`src/rtl/btn_pkg.sv`:
```
// -----------------------------------------------------------------------------
// btn_pkg
// Shared definitions for the button path: the event-classifier state encoding,
// the default timing constants used by the debouncer/event pair, and a small
// helper that tells whether a state represents a held button.
// -----------------------------------------------------------------------------
package btn_pkg;

  // Event-classifier states
  typedef enum logic [2:0] {
    IDLE      = 3'd0,
    PRESS1    = 3'd1,
    GAP       = 3'd2,
    PRESS2    = 3'd3,
    LONG_HOLD = 3'd4
  } btn_state_e;

  // Default timings in clk cycles
  localparam int unsigned BTN_LONG_COUNT   = 32'd1000;
  localparam int unsigned BTN_DBL_GAP      = 32'd300;
  localparam int unsigned BTN_REPEAT_COUNT = 32'd200;
  localparam int unsigned BTN_CNT_W        = 32'd20;

  // True for every state in which the button is considered held down
  function automatic logic btn_is_held(input btn_state_e s);
    logic held;
    case (s)
      PRESS1, PRESS2, LONG_HOLD: held = 1'b1;
      default:                   held = 1'b0;
    endcase
    return held;
  endfunction

endpackage

```
`src/rtl/btn_event_timer.sv`:
```
// -----------------------------------------------------------------------------
// btn_event_timer
// Up-counter with synchronous clear and enable. The count saturates at the
// terminal value term_i, and hit_o is a registered flag that is 1 while the
// count equals term_i. A single instance times the hold, gap and repeat
// periods; the owner clears it on every state change.
//
// Ports:
//   clk     in   system clock
//   rst_n   in   asynchronous active-low reset
//   clr_i   in   synchronous clear (wins over en_i)
//   en_i    in   count enable
//   term_i  in   terminal value (CNT_W bits)
//   hit_o   out  registered "count == terminal" flag
// -----------------------------------------------------------------------------
module btn_event_timer #(
  parameter int unsigned CNT_W = 32'd20
) (
  input  logic             clk,
  input  logic             rst_n,
  input  logic             clr_i,
  input  logic             en_i,
  input  logic [CNT_W-1:0] term_i,
  output logic             hit_o
);

  logic [CNT_W-1:0] cnt_q;
  logic [CNT_W-1:0] cnt_d;
  logic             hit_q;
  logic             hit_d;

  // Next count: clear first, otherwise count up and stop at the terminal value
  always_comb begin
    cnt_d = cnt_q;
    if (clr_i) begin
      cnt_d = '0;
    end else if (en_i && (cnt_q != term_i)) begin
      cnt_d = cnt_q + CNT_W'(1'b1);
    end else begin
      cnt_d = cnt_q;
    end
    // hit is evaluated on the new count so it is valid in the next cycle
    hit_d = (cnt_d == term_i);
  end

  // Counter and hit-flag registers
  always_ff @(posedge clk or negedge rst_n) begin
    if (!rst_n) begin
      cnt_q <= '0;
      hit_q <= 1'b0;
    end else begin
      cnt_q <= cnt_d;
      hit_q <= hit_d;
    end
  end

  assign hit_o = hit_q;

endmodule

```
`src/rtl/btn_event.sv`:
```
// -----------------------------------------------------------------------------
// btn_event
// Classifies a debounced, active-low button level into single-cycle event
// pulses: press, release, short click, double click, long press and
// auto-repeat. All outputs are registered; a pulse is visible in the cycle
// after the clock edge that sampled its triggering condition.
//
// Ports:
//   clk          in   system clock
//   rst_n        in   asynchronous active-low reset
//   btn_n        in   debounced button level, 0 = pressed (synchronous to clk)
//   evt_press    out  pulse on accepted press
//   evt_release  out  pulse on release
//   evt_short    out  pulse: single short click confirmed
//   evt_double   out  pulse: double click
//   evt_long     out  pulse: hold reached LONG_COUNT
//   evt_repeat   out  pulse every REPEAT_COUNT cycles during long hold
//   pressed      out  1 while the button is considered held
//   busy         out  1 whenever the state is not IDLE
// -----------------------------------------------------------------------------
module btn_event
  import btn_pkg::*;
#(
  parameter int unsigned LONG_COUNT   = BTN_LONG_COUNT,
  parameter int unsigned DBL_GAP      = BTN_DBL_GAP,
  parameter int unsigned REPEAT_COUNT = BTN_REPEAT_COUNT,
  parameter int unsigned CNT_W        = BTN_CNT_W
) (
  input  logic clk,
  input  logic rst_n,
  input  logic btn_n,
  output logic evt_press,
  output logic evt_release,
  output logic evt_short,
  output logic evt_double,
  output logic evt_long,
  output logic evt_repeat,
  output logic pressed,
  output logic busy
);

  // The timer starts at 0 on entry, so the terminal is one less than the period
  localparam logic [CNT_W-1:0] LONG_TERM = CNT_W'(LONG_COUNT - 32'd1);
  localparam logic [CNT_W-1:0] GAP_TERM  = (DBL_GAP != 32'd0) ? CNT_W'(DBL_GAP - 32'd1) : '0;
  localparam logic [CNT_W-1:0] REP_TERM  = CNT_W'(REPEAT_COUNT - 32'd1);
  localparam logic             DBL_EN    = (DBL_GAP != 32'd0);

  btn_state_e state_q;
  btn_state_e state_d;
  logic       armed_q;
  logic       armed_d;

  logic press_q,   press_d;
  logic release_q, release_d;
  logic short_q,   short_d;
  logic double_q,  double_d;
  logic long_q,    long_d;
  logic repeat_q,  repeat_d;
  logic pressed_q, pressed_d;
  logic busy_q,    busy_d;

  logic             tmr_clr;
  logic             tmr_en;
  logic [CNT_W-1:0] tmr_term;
  logic             tmr_hit;

  // Next-state and event decode
  always_comb begin
    state_d   = state_q;
    tmr_clr   = 1'b0;
    press_d   = 1'b0;
    release_d = 1'b0;
    short_d   = 1'b0;
    double_d  = 1'b0;
    long_d    = 1'b0;
    repeat_d  = 1'b0;
    // A button held through reset stays ignored until it is seen released once
    armed_d   = armed_q | btn_n;

    case (state_q)
      IDLE: begin
        tmr_clr = 1'b1;
        if (armed_q && !btn_n) begin
          state_d = PRESS1;
          press_d = 1'b1;
        end else begin
          state_d = IDLE;
        end
      end

      PRESS1: begin
        if (btn_n) begin
          release_d = 1'b1;
          tmr_clr   = 1'b1;
          if (DBL_EN) begin
            state_d = GAP;
          end else begin
            // No double-click window: the click is confirmed immediately
            short_d = 1'b1;
            state_d = IDLE;
          end
        end else if (tmr_hit) begin
          long_d  = 1'b1;
          tmr_clr = 1'b1;
          state_d = LONG_HOLD;
        end else begin
          state_d = PRESS1;
        end
      end

      GAP: begin
        // Checked before the timeout so a press on the timeout edge still wins
        if (!btn_n) begin
          press_d = 1'b1;
          tmr_clr = 1'b1;
          state_d = PRESS2;
        end else if (tmr_hit) begin
          short_d = 1'b1;
          tmr_clr = 1'b1;
          state_d = IDLE;
        end else begin
          state_d = GAP;
        end
      end

      PRESS2: begin
        if (btn_n) begin
          release_d = 1'b1;
          double_d  = 1'b1;
          tmr_clr   = 1'b1;
          state_d   = IDLE;
        end else if (tmr_hit) begin
          long_d  = 1'b1;
          tmr_clr = 1'b1;
          state_d = LONG_HOLD;
        end else begin
          state_d = PRESS2;
        end
      end

      LONG_HOLD: begin
        if (btn_n) begin
          release_d = 1'b1;
          tmr_clr   = 1'b1;
          state_d   = IDLE;
        end else if (tmr_hit) begin
          // Clearing on the hit makes the timer wrap every REPEAT_COUNT cycles
          repeat_d = 1'b1;
          tmr_clr  = 1'b1;
          state_d  = LONG_HOLD;
        end else begin
          state_d = LONG_HOLD;
        end
      end

      default: begin
        tmr_clr = 1'b1;
        state_d = IDLE;
      end
    endcase

    pressed_d = btn_is_held(state_d);
    busy_d    = (state_d != IDLE);
  end

  // Terminal follows the state being entered, so hit is valid right after a clear
  always_comb begin
    tmr_term = '0;
    case (state_d)
      PRESS1, PRESS2: tmr_term = LONG_TERM;
      GAP:            tmr_term = GAP_TERM;
      LONG_HOLD:      tmr_term = REP_TERM;
      default:        tmr_term = '0;
    endcase
  end

  assign tmr_en = (state_q != IDLE);

  btn_event_timer #(
    .CNT_W (CNT_W)
  ) u_timer (
    .clk    (clk),
    .rst_n  (rst_n),
    .clr_i  (tmr_clr),
    .en_i   (tmr_en),
    .term_i (tmr_term),
    .hit_o  (tmr_hit)
  );

  // State, arming and output registers
  always_ff @(posedge clk or negedge rst_n) begin
    if (!rst_n) begin
      state_q   <= IDLE;
      armed_q   <= 1'b0;
      press_q   <= 1'b0;
      release_q <= 1'b0;
      short_q   <= 1'b0;
      double_q  <= 1'b0;
      long_q    <= 1'b0;
      repeat_q  <= 1'b0;
      pressed_q <= 1'b0;
      busy_q    <= 1'b0;
    end else begin
      state_q   <= state_d;
      armed_q   <= armed_d;
      press_q   <= press_d;
      release_q <= release_d;
      short_q   <= short_d;
      double_q  <= double_d;
      long_q    <= long_d;
      repeat_q  <= repeat_d;
      pressed_q <= pressed_d;
      busy_q    <= busy_d;
    end
  end

  assign evt_press   = press_q;
  assign evt_release = release_q;
  assign evt_short   = short_q;
  assign evt_double  = double_q;
  assign evt_long    = long_q;
  assign evt_repeat  = repeat_q;
  assign pressed     = pressed_q;
  assign busy        = busy_q;

endmodule

```
`config.mk`:
```
export PLATFORM = sky130hd
export DESIGN_NAME = btn_event
export DESIGN_NICKNAME = d
export VERILOG_FILES = /design/src/rtl/btn_pkg.sv /design/src/rtl/btn_event_timer.sv /design/src/rtl/btn_event.sv
export SDC_FILE = /design/constraint.sdc
export NUM_CORES = 1
export LEC_CHECK = 0
export BUFFER_PORTS_ARGS = -buffer_cell sky130_fd_sc_hd__clkbuf_2
export CAP_MARGIN = 5
export CORE_ASPECT_RATIO = 1.5
export CORE_MARGIN = 5
export CORE_UTILIZATION = 44
export DETAILED_ROUTE_END_ITERATION = 8
export HOLD_SLACK_MARGIN = 0.05
export PLACE_DENSITY = 0.57
export SYNTH_ARGS = -nofsm -noshare
export SYNTH_HDL_FRONTEND = slang
export SYNTH_HIERARCHICAL = 1
export SYNTH_SLANG_ARGS = --single-unit
```
`constraint.sdc`:
```
create_clock -name clk -period 3.5 [get_ports clk]
set_clock_uncertainty 0.15 [all_clocks]
set_input_delay 0.7 -clock clk [delete_from_list [all_inputs] [get_ports clk]]
set_output_delay 0.7 -clock clk [all_outputs]
set_load 0.03 [all_outputs]
```
# Yosys cells after proc, flatten, opt, wreduce, memory -nomap -nowiden
# Index checks and enable logic that the tools add are counted.
[word_totals]
ff_bits = 33
inputBits = 3
word_cells = 62
[classes]
add_sub_neg = 1
eq_ne = 10
muxes = 28
n_bitwise = 1
n_reduce_logical = 10
[ops]
columns = ["cell", "n"]
rows = [
  ["$mux 20", 2],
  ["$pmux 10 s3", 1],
  ["$add 20x1->20 const B", 1],
  ["$eq 20x10->1", 1],
  ["$ne 20x10->1", 1],
  ["$mux 1", 15],
  ["$mux 3", 5],
  ["$pmux 3 s5", 1],
  ["$eq 3x2->1 const B", 4],
  ["$eq 3x1->1 const B", 2],
  ["$eq 3x3->1 const B", 2],
  ["$reduce_bool 3->1", 2],
  ["$reduce_or 3->1", 2],
  ["$mux 2", 2],
  ["$pmux 1 s2", 2],
  ["$reduce_or 2->1", 2],
  ["$logic_not 3->1", 1],
  ["$logic_and 1x1->1", 2],
  ["$logic_not 1->1", 1],
  ["$or 1x1->1", 1],
]

# Depth between registers and ports, before layout
[logic_depth]
word_depth = 12
ltp_mapped = 14

# Modules after synthesis
# Netlist, hierarchy kept.
[modules_own_cells]
columns = ["mod", "instances", "cells_per_inst", "area_per_inst_um2", "seq_area_each_um2"]
rows = [
  ["btn_event_timer", 1, 199, 1799.2, 525.5],
  ["btn_event", 1, 62, 598.1, 300.3],
]

# Worst setup path before layout
# Ideal clock, no wire load.
[synth_path]
path_kind = "in2reg"
startpoint = "input btn_n"
endpoint = "register u_timer.hit_q (netlist: u_timer/hit_o)"
t_arrival_ps = 3235
t_required_ps = 3255
slack_ps = 20
stages = 14
n_path_buf = 2
path_cell_list = "buf_2 > o21ai_0 > a21oi_1 > o22ai_1 > xnor2_2 > nand4_1 > nor3_4 > buf_4 > mux2i_1 > nand2_1 > xor2_1 > nor4_2 > nand4_1 > nor4b_2"
[synth_between]
elab_chain_cells = 12
word_cells_on_any_way = 22
[synth_lines]
columns = ["item", "line", "source"]
rows = [
  ["start, declared", "btn_event.sv:31", "input logic btn_n,"],
  ["$logic_not 1->1", "-", ""],
  ["$logic_and 1x1->1", "btn_event.sv:83", "if (armed_q && !btn_n) begin"],
  ["$mux 1", "btn_event.sv:83", ""],
  ["$pmux 3 s5 (*)", "btn_event.sv:80", "case (state_q)"],
  ["$eq 3x1->1 / $eq 3x2->1 (equally long branches)", "btn_event.sv:169", "case (state_d)"],
  ["$reduce_or 2->1", "btn_event.sv:169", ""],
  ["$pmux 10 s3 (*)", "btn_event.sv:169", ""],
  ["net tmr_term[0]", "btn_event.sv:64", "logic [CNT_W-1:0] tmr_term;"],
  ["$ne 20x10->1 (*)", "btn_event_timer.sv:37", "end else if (en_i && (cnt_q != term_i)) begin"],
  ["$logic_and 1x1->1 (*)", "btn_event_timer.sv:37", ""],
  ["$mux 20 (*)", "btn_event_timer.sv:37", ""],
  ["$mux 20 (*)", "btn_event_timer.sv:35", "if (clr_i) begin"],
  ["net u_timer.cnt_d[2]", "btn_event_timer.sv:28", "logic [CNT_W-1:0] cnt_d;"],
  ["$eq 20x10->1 (*)", "btn_event_timer.sv:43", "hit_d = (cnt_d == term_i);"],
  ["net u_timer.hit_d", "btn_event_timer.sv:30", "logic hit_d;"],
  ["end signal, assigned", "btn_event_timer.sv:53", "hit_q <= hit_d;"],
  ["end, declared", "btn_event_timer.sv:29", "logic hit_q;"],
]
# The timed path passes the listed nets; every way through them passes the cells marked *.

# Worst setup path after layout
[layout_path]
startpoint = "register state_q[1]"
endpoint = "register u_timer.hit_q (netlist: u_timer/hit_o)"
[layout_between]
word_cells_on_any_way = 20
[layout_lines]
columns = ["item", "line", "source"]
rows = [
  ["start, declared", "btn_event.sv:48", "btn_state_e state_q;"],
  ["start signal, assigned", "btn_event.sv:204", "state_q <= state_d;"],
  ["$reduce_bool 3->1", "btn_event.sv:177", "assign tmr_en = (state_q != IDLE);"],
  ["net tmr_en", "btn_event.sv:63", "logic tmr_en;"],
  ["$logic_and 1x1->1", "btn_event_timer.sv:37", ""],
  ["$mux 20", "btn_event_timer.sv:37", ""],
  ["$mux 20", "btn_event_timer.sv:35", ""],
  ["net u_timer.cnt_d[2]", "btn_event_timer.sv:28", ""],
  ["$eq 20x10->1", "btn_event_timer.sv:43", ""],
  ["net u_timer.hit_d", "btn_event_timer.sv:30", ""],
]
# The timed path passes the listed nets, and every way through them passes these cells.

==> reports/metrics.cfg <==
[cells_and_area]
fin_util_pct=57.1
antenna_cells=0
finalNetCount=341
fin_area_um2=3070
area_growth_pct=27.9
drive_gt1_share_pct=28.4

[placed_design]
dp_hpwl_mm=4.77
dp_worst_setup_slack_ps=-252
portBuffers=10
placed_area_um2=2860
gp_congestion=0.880

[synth]
muxShareOfSynthArea_pct=4.54
async_reset_ff_share_pct=100
synth_simple_gate_area_share_pct=23.9
syn_area_um2=2400
synth-seq-cells=33
avgSynthCellArea_um2=9.19
ys_seq_area_share_pct=34.4
synth_xor_area_share_pct=17.5
ys_warn_count=6
synth_cell_types=51
synth_top_family_by_area=simple AND/OR/NAND/NOR gates
synth-edff-count=0
synth-compound-area-share_pct=13.7
synthCells=261
synth_ff_type=dfrtp_1
synthAdderAreaFrac_pct=0.522

[clock_tree]
root_buffer=clkbuf_8
cts_max_path_buffers=2
clock_sinks=33
cts_buffers=5
htreeDepth=2
cts_tree=done
clk_latency_ps=290
clk_pin_slew_ps=80

[die]
core-area_um2=5370
die_area_um2=7060
core.rowCount=33
initial_core_util_pct=44.7
fp.dieH_um=100
die_w_um=70.3
pin_count=11

[critical_path]
crit_type=reg -> reg
reg2reg_from=state_q[1]
required_ps=3550
crit_start=state_q[1]
crit_chain=or3_4 -> o211a_1 -> buf_4 -> xnor2_1 -> nand4_1 -> buf_4 -> or2_1 -> a21oi_1 -> nand2_1 -> xor2_1 -> nor4_2 -> nand4_1 -> nor4b_2
cp.arrival_ps=3490
crit_path_max_fanout=6
crit_path_max_incr_delay_ps=470
cp-start-kind=flop
critPathSlowestCell=dfrtp_2
crit_path_end_kind=flop

[routing]
wl_mm=6.29
ant_nets=0
viasPerCell=5.14
drt-initial-drc-count=113
drc_errors=0
via_count=2099
wl_per_cell_um=15.4
firstDrtPassIters=4

[global_routing]
track_usage_pct=18.7
antenna_found_initial=0
overflow=0
grt_max_degree=34
grt_pass1_wl_mm=10.2
first_global_vias=2156

[power]
leakagePower_uw=0.00131
power_uw=1040
power_density_nw_per_um2=340
ir_worst_vdd_uv=245

[sta]
drv_slew=0
setup_ws_ps=61.9
maxSlewHeadroom_pct=40.7
max_freq_mhz=291
hold_violations=0
rsz0062_at_grt=yes
fin_crit_sh_pct=98.2
period_needed_ps=3440
setup_viol=0
worstMarginPinSlew_ps=889

[run_status]
status=complete, no violations

[worst_hold_path]
hold_path.class=in -> async

[flow_run]
cap_violations=0

## layout make-up
cell class / count / area, um^2
clock inverters: 3 / 46.3
clock buffers: 5 / 68.8
fillers: 525 / 2300
flip-flops and latches: 33 / 828
inverters: 8 / 30.0
multi-input cells: 226 / 1560
repair buffers: 63 / 449
well taps: 70 / 87.6
## per-stage QoR
| step | hold slack (ps) | instances | TNS [ps] |
|---|---|---|---|
| final | 376 | 408 | 0 |
| after global placement | 465 | 392 | -273 |
| after CTS | 408 | 402 | 0 |
| after floorplan | 254 | 282 | 0 |
| after global routing | 446 | 408 | -141 |
| after detailed placement | 461 | 392 | -252 |
## power by group
part	internal [uW]	switching, uW
registers	395	16.7
logic	125	137
clock network	213	157
## state kept, by name, indices dropped and copies added (netlist names)
| register | flops |
|---|---|
| armed_q | 1 |
| busy | 1 |
| evt_double | 1 |
| evt_long | 1 |
| evt_press | 1 |
| evt_release | 1 |
| evt_repeat | 1 |
| evt_short | 1 |
| pressed | 1 |
| state_q | 3 |
| u_timer/cnt_q | 20 |
| u_timer/hit_o | 1 |
## synthesized netlist by cell type, types with 2 or more instances
library cell	number	area share [%]
nand3_1	9	1.9
a21oi_1	16	3.3
o211a_1	2	0.84
buf_6	3	1.4
nand2b_1	4	1.0
clkbuf_1	6	0.94
nor3_1	2	0.42
o21ai_0	7	1.5
nor4_1	4	1.0
xor2_1	7	2.6
inv_1	8	1.3
mux2_2	7	3.3
buf_2	2	0.42
and4_1	4	1.5
dfrtp_1	33	34
nor2b_1	8	2.1
a211oi_1	3	0.94
xnor2_1	39	14
nand2_1	13	2.0
nor2_1	24	3.8
a2111oi_2	2	1.3
o22ai_1	2	0.52
mux2i_1	3	1.3
nand4_1	17	4.4
and3_1	2	0.52
a2111oi_1	6	2.5
buf_4	4	1.3
## timing repair
item	in CTS	in global routing
setup endpoints to repair	1	1
pin swaps	2	7
setup buffers	2	6
hold buffers	0	0
gates resized for setup	0	13
## path summary, 6_finish.rpt
path / to / slack [ps] / cells past startpoint
worst min register to register: evt_short / 480 / 2
worst min-delay path: u_timer/cnt_q[3] / 380 / 1
min in group clk: evt_short / 480 / 2
worst max-delay path: u_timer/hit_o / 60 / 13
max in group asynchronous: state_q[0] / 2220 / 1
worst max register to register: u_timer/hit_o / 60 / 13
## per-layer routing
| metal | track usage [%] | part of all wire [%] |
|---|---|---|
| met5 | 0 | 0 |
| met4 | 8.41 | 2.8 |
| met3 | 3.01 | 1.7 |
| met2 | 36.2 | 57 |
| met1 | 19.2 | 38 |
## logic make-up (layout without fill, tap and decap cells)
kind of cell,after synthesis,in the layout
compound gates,46,46
xor+xnor,47,47
buf+inv,23,79
simple gates,100,100
fa+ha+maj,1,1
other cells,1,22
mux,10,10
flops,33,33
## layout by cell type (no fill, tap or decap), types with 8 or more instances in the layout
master and count:
nor2_1 24, inv_1 8, nand3_1 9, nand2_1 13, dfrtp_1 31, buf_4 51
xnor2_1 39, a21oi_1 16, conb_1 22, nand4_1 17, clkbuf_2 10
## critical path, delay by kind of cell (launching register included)
kind | cells | cell delay (ps)
buffers and inverters | 2 | 340
DFF | 1 | 470
and+or+nand+nor | 7 | 1700
xor gates and xnor gates | 2 | 310
AOI/OAI and AO/OA | 2 | 370
(Power assumes the default switching activity.)
